File: config.mk
export PLATFORM = sky130hd
export DESIGN_NAME = booth_mult8_core_pipelined
export DESIGN_NICKNAME = d
export VERILOG_FILES = /design/src/rtl/booth_mult8_core_pipelined.sv
export SDC_FILE = /design/constraint.sdc
export NUM_CORES = 1
export LEC_CHECK = 0
export CORE_MARGIN = 3
export CORE_UTILIZATION = 50
export DETAILED_ROUTE_END_ITERATION = 8
export GPL_ROUTABILITY_DRIVEN = 0
export GPL_TIMING_DRIVEN = 0
export PLACE_DENSITY = 0.7
export SLEW_MARGIN = 20
export SYNTH_ARGS = -nofsm -noshare
export SYNTH_HDL_FRONTEND = slang
export SYNTH_SLANG_ARGS = --single-unit
File: constraint.sdc
create_clock -name clk -period 3.6 [get_ports clk]
set_input_delay 0.72 -clock clk [delete_from_list [all_inputs] [get_ports clk]]
set_output_delay 0.72 -clock clk [all_outputs]
set_load 0.01 [all_outputs]
File: src/rtl/booth_mult8_core_pipelined.sv
`default_nettype none
// ============================================================================
// Module      : booth_mult8_core_pipelined
// Description : Multi-cycle 8x8 multiplier using radix-4 Booth recoding.
//               Each operand is independently treated as signed or unsigned,
//               extended to 10 bits, and multiplied over five Booth digit
//               steps. The 16-bit product and a one-cycle done strobe are
//               registered outputs.
// Ports       : clk          - clock, rising edge active
//               rst_n        - synchronous reset, active HIGH
//               start        - operation request, accepted only when idle
//               multiplicand - operand A (8 bits)
//               multiplier   - operand B (8 bits)
//               sign_mode    - [1]: A signed, [0]: B signed
//               product      - low 16 bits of A_ext * B_ext (registered)
//               done         - one-cycle completion strobe (registered)
// Revision    : 1.0 - initial release
// ============================================================================
module booth_mult8_core_pipelined (
  input  logic               clk,
  input  logic               rst_n,
  input  logic               start,
  input  logic [7:0]         multiplicand,
  input  logic [7:0]         multiplier,
  input  logic [1:0]         sign_mode,
  output logic signed [15:0] product,
  output logic               done
);

  typedef enum logic [1:0] {
    S_IDLE = 2'd0,
    S_LOAD = 2'd1,
    S_ITER = 2'd2,
    S_DONE = 2'd3
  } state_t;

  localparam logic [2:0] LAST_DIGIT = 3'd4;

  state_t             state_q;
  logic [7:0]         a_raw_q;
  logic [7:0]         b_raw_q;
  logic [1:0]         mode_q;
  // Multiplicand pre-scaled by 4^digit; shifted left two places per step.
  logic signed [19:0] mcand_q;
  // Extended multiplier with an appended zero (the b[-1] Booth bit);
  // shifted right two places per step so the current triplet sits in [2:0].
  logic [10:0]        mplr_q;
  logic signed [19:0] acc_q;
  logic signed [19:0] acc_d;
  logic signed [19:0] pp_d;
  logic [2:0]         cnt_q;
  logic [15:0]        product_q;
  logic               done_q;

  // Booth digit selection from the current multiplier triplet.
  always_comb begin
    pp_d = '0;
    case (mplr_q[2:0])
      3'b001, 3'b010: pp_d = mcand_q;
      3'b011:         pp_d = mcand_q <<< 1;
      3'b100:         pp_d = -(mcand_q <<< 1);
      3'b101, 3'b110: pp_d = -mcand_q;
      default:        pp_d = '0;
    endcase
    acc_d = acc_q + pp_d;
  end

  always_ff @(posedge clk) begin
    if (rst_n) begin
      state_q   <= S_IDLE;
      a_raw_q   <= '0;
      b_raw_q   <= '0;
      mode_q    <= '0;
      mcand_q   <= '0;
      mplr_q    <= '0;
      acc_q     <= '0;
      cnt_q     <= '0;
      product_q <= '0;
      done_q    <= 1'b0;
    end else begin
      done_q <= 1'b0;
      case (state_q)
        S_IDLE: begin
          if (start) begin
            a_raw_q <= multiplicand;
            b_raw_q <= multiplier;
            mode_q  <= sign_mode;
            state_q <= S_LOAD;
          end
        end
        S_LOAD: begin
          mcand_q <= {{12{mode_q[1] & a_raw_q[7]}}, a_raw_q};
          mplr_q  <= {{2{mode_q[0] & b_raw_q[7]}}, b_raw_q, 1'b0};
          acc_q   <= '0;
          cnt_q   <= '0;
          state_q <= S_ITER;
        end
        S_ITER: begin
          acc_q   <= acc_d;
          mcand_q <= mcand_q <<< 2;
          mplr_q  <= {{2{mplr_q[10]}}, mplr_q[10:2]};
          cnt_q   <= cnt_q + 3'd1;
          if (cnt_q == LAST_DIGIT) begin
            // Only the final sum is published; partial sums stay internal.
            product_q <= acc_d[15:0];
            done_q    <= 1'b1;
            state_q   <= S_DONE;
          end
        end
        S_DONE: begin
          // Start is deliberately not sampled here.
          state_q <= S_IDLE;
        end
        default: state_q <= S_IDLE;
      endcase
    end
  end

  assign product = product_q;
  assign done    = done_q;

endmodule
`default_nettype wire

==> flow_summary_export.csv <==
group,metric,value,unit
run_status,status,"finished clean",
power_and_ir_drop,ir_drop,0.428,mV
sta,finClkSkew,0.0181,ns
setup_path,crit_chain,"buf_4 -> nor4_4 -> buf_4 -> and2_2 -> nand2_1 -> xor2_1 -> a22oi_1 -> o21ai_1 -> ha_1 -> and4_4 -> nand4_1 -> or3_4 -> a21oi_1 -> o211ai_1 -> o311ai_1",
sta,report.final.slew_viol_count,0,
detailed_routing,routed_via_density,5.95,
detailed_routing,drcViolationCount,0,
setup_path,cp_max_fo,8,
global_route,antenna_found_initial,0,
floorplan,rows,35,
setup_path,start_kind,"flip-flop",
floorplan,start_util,52.4,%
clock_network,insertion_delay,0.36,ns
clock_network,cts_made_buffers,9,
clock_network,path_clk_slew,0.09,ns
floorplan,die-area,0.0111,mm^2
sta,setup_viol,0,
global_route,grt_pass1_wl,22100,um
global_route,grt_use_total,24.4,%
detailed_routing,routed_wl,13700,um
setup_path,slowest_stage,"ha_1",
power_and_ir_drop,intPower,2.15,mW
clock_network,clockBufferDepth,2,
clock_network,ctsHtreeMaxLevel,3,
synth,yosysSeqAreaShare,33.7,%
detailed_routing,vias,4900,
placement,io_buffers,37,
finish,n_antenna_cell,0,
sta,fin_crit_sh,98.6,%
finish,fin_util,63.1,%
flow_run,max-cap-violations,0,
finish,drive_gt1_share,14.0,%
power_and_ir_drop,p_switching,1.72,mW
finish,fin_nets,733,
detailed_routing,drtIter0Drc,276,
clock_network,clockRootBuffer,"clkbuf_8",
floorplan,die_h,105,um
setup_path,worstPathArrival,3.81,ns
worst_hold_path,hold_class,"reg -> reg",
synth,synth-async-reset-ratio,0,%
clock_network,cts_tree,"yes",
global_route,grt-ovfl-total,0,
synth,syn-cell-area,0.00493,mm^2
synth,syn_inst,633,
synth,synth_cell_types,60,
setup_path,critical_path.top_delay_family,"simple AND/OR/NAND/NOR gates",
synth,synthFlopType,"dfxtp_1",
detailed_routing,ant_nets,0,
synth,synth_fp_nets,677,
power_and_ir_drop,p_comb_share,51.0,%
global_route,grt_max_degree,16,
sta,hold_violations,0,
power_and_ir_drop,seqPwrFrac,29.2,%
floorplan,io_pins,38,
setup_path,cp_num_buf_inv,2,
power_and_ir_drop,clkPwrFrac,19.7,%
sta,whs,0.458,ns
synth,synth_edf_count,0,
power_and_ir_drop,p_leak,2.15,nW
setup_path,end_kind,"flip-flop",
synth,yosys_warnings,0,
finish,areaGrowthSynthToFinish,20.5,%
sta,worst_slew_pin_slew,0.679,ns
floorplan,core-area,0.00942,mm^2
setup_path,rr_startpoint,"mcand_q[2]",
power_and_ir_drop,power.density,652,mW/mm^2
global_route,grt_pass1_vias,4515,
setup_path,max_stage_delay,0.43,ns
sta,rsz0062_at_grt,"yes",
detailed_routing,first_pass_iters,6,
sta,slew_headroom,54.8,%
setup_path,cpMostUsedCell,"buf_4",
setup_path,worstSetupStartpoint,"mcand_q[2]",
setup_path,required,3.86,ns
synth,syn_area_per_cell,7.79,um^2
power_and_ir_drop,p_sw_share,44.4,%
sta,fin_crit,3.55,ns
clock_network,clock-sinks,83,
placement,dp_hpwl,10000,um
floorplan,die_w,105,um
sta,max_freq,282,MHz
setup_path,crit_type,"reg -> reg",
worst_hold_path,worstHoldStart,"a_raw_q[7]",
synth,synth-seq-cells,83,
detailed_routing,post_drt_wl_per_cell,16.7,um
[power by group through the flow]
stage	sequential [mW]	clock, mW	combinational (mW)
after CTS	1.11	0.775	1.81
after floorplan	1.11	0	1.32
after detailed placement	1.13	0	1.75
after global routing	1.15	0.813	2.15
after global placement	1.13	0	1.71
final	1.13	0.765	1.98
[through the flow]
step	worst slack (ns)	cells	TNS (ns)	power (mW)	area, um^2
global placement	-0.182	799	-1.16	2.83	5460
finish	0.0509	823	0	3.88	5940
global route	-0.0685	823	-0.290	4.11	5940
CTS	0.00498	816	0	3.69	5750
detailed placement	-0.251	799	-1.80	2.88	5460
floorplan	0.346	633	0	2.42	4930
[final cells by class]
class / count / area, um^2
Clock buffer: 9 / 124
Fill cell: 843 / 3470
Sequential cell: 83 / 1670
Multi-Input combinational cell: 485 / 3170
Inverter: 16 / 63.8
Clock inverter: 7 / 100
Buffer: 46 / 195
Timing Repair Buffer: 48 / 453
Tap cell: 129 / 161
[cells in the final DEF, fill, tap and decap left out, types with 14 or more instances in the layout]
master	netlist	final
dfxtp_1	83	79
ha_1	22	18
clkdlybuf4s50_1	0	37
a211oi_1	18	18
nand3_1	31	30
a22oi_1	20	19
nand2_1	102	99
a21oi_1	67	60
xnor2_1	17	17
mux2i_1	16	16
o21ai_0	21	14
nor2_1	51	49
clkbuf_1	34	26
[logic make-up after synthesis]
| family | after synthesis | share of synthesized area (%) |
|---|---|---|
| mux | 22 | 4.62 |
| xor+xnor | 26 | 4.62 |
| flops | 83 | 33.7 |
| fa+ha+maj | 23 | 5.99 |
| buf+inv | 65 | 5.25 |
| compound gates | 176 | 23.5 |
| simple gates | 238 | 22.4 |
[sequential cells by signal (all words and copies together), names as in the netlist]
name	flops
a_raw_q	8
state_q	2
acc_q	16
mcand_q	16
product	16
done	1
b_raw_q	8
mode_q	2
cnt_q	3
mplr_q	11
[synth_stat cells, types with 3 or more instances]
| master | count | area [um^2] |
|---|---|---|
| mux2_2 | 6 | 67.6 |
| clkbuf_1 | 34 | 128 |
| ha_1 | 22 | 275 |
| xnor2_1 | 17 | 149 |
| buf_1 | 10 | 37.5 |
| or3_1 | 6 | 37.5 |
| a22oi_1 | 20 | 150 |
| a221oi_1 | 4 | 35.0 |
| nand3_1 | 31 | 155 |
| nor2b_1 | 8 | 50.1 |
| a31oi_1 | 8 | 50.1 |
| nor2_1 | 51 | 191 |
| inv_1 | 14 | 52.6 |
| buf_2 | 3 | 15.0 |
| a21oi_1 | 67 | 335 |
| a21o_1 | 6 | 45.0 |
| o211ai_1 | 4 | 30.0 |
| mux2i_1 | 16 | 160 |
| a221o_1 | 3 | 30.0 |
| o21ai_0 | 21 | 105 |
| o31ai_1 | 4 | 30.0 |
| a211oi_1 | 18 | 135 |
| dfxtp_1 | 83 | 1660 |
| nand2_1 | 102 | 383 |
| xor2_1 | 9 | 78.8 |
| a32oi_1 | 3 | 26.3 |
| and2_1 | 6 | 37.5 |
| nor3_1 | 15 | 75.1 |
| nand4_1 | 5 | 31.3 |
[worst reg2reg max path, cell delays in order (launching register included)]
cell and delay, ns:
dfxtp_1 0.30, buf_4 0.17, nor4_4 0.29, buf_4 0.19
and2_2 0.18, nand2_1 0.07, xor2_1 0.18, a22oi_1 0.28
o21ai_1 0.20, ha_1 0.43, and4_4 0.26, nand4_1 0.15
or3_4 0.39, a21oi_1 0.14, o211ai_1 0.13, o311ai_1 0.10
[per-layer routing]
metal / global-route usage [%] / part of all wire, % / vias to the layer above
li1: - / - / 2369
met2: 38.3 / 47 / 177
met4: 7.97 / 1.9 / 0
met1: 33.4 / 45 / 2330
met3: 5.08 / 6.4 / 24
met5: 0 / 0 / -
[final timing paths]
| kind | endpoint | slack (ns) | depth (start not counted) |
|---|---|---|---|
| setup / recovery | acc_q[15] | 0.05 | 15 |
| hold / removal | a_raw_q[7] | 0.46 | 2 |
| setup reg to reg | acc_q[15] | 0.05 | 15 |
| hold reg to reg | a_raw_q[7] | 0.46 | 2 |
[repair_timing]
action                                  in CTS  in global routing
hold buffers                                 0                  0
resized for setup                           16                 43
buffers inserted                             2                  9
pin swaps                                    1                 17
endpoints found under the setup margin      12                 13
Note: power is estimated with default switching activity, not from simulation.
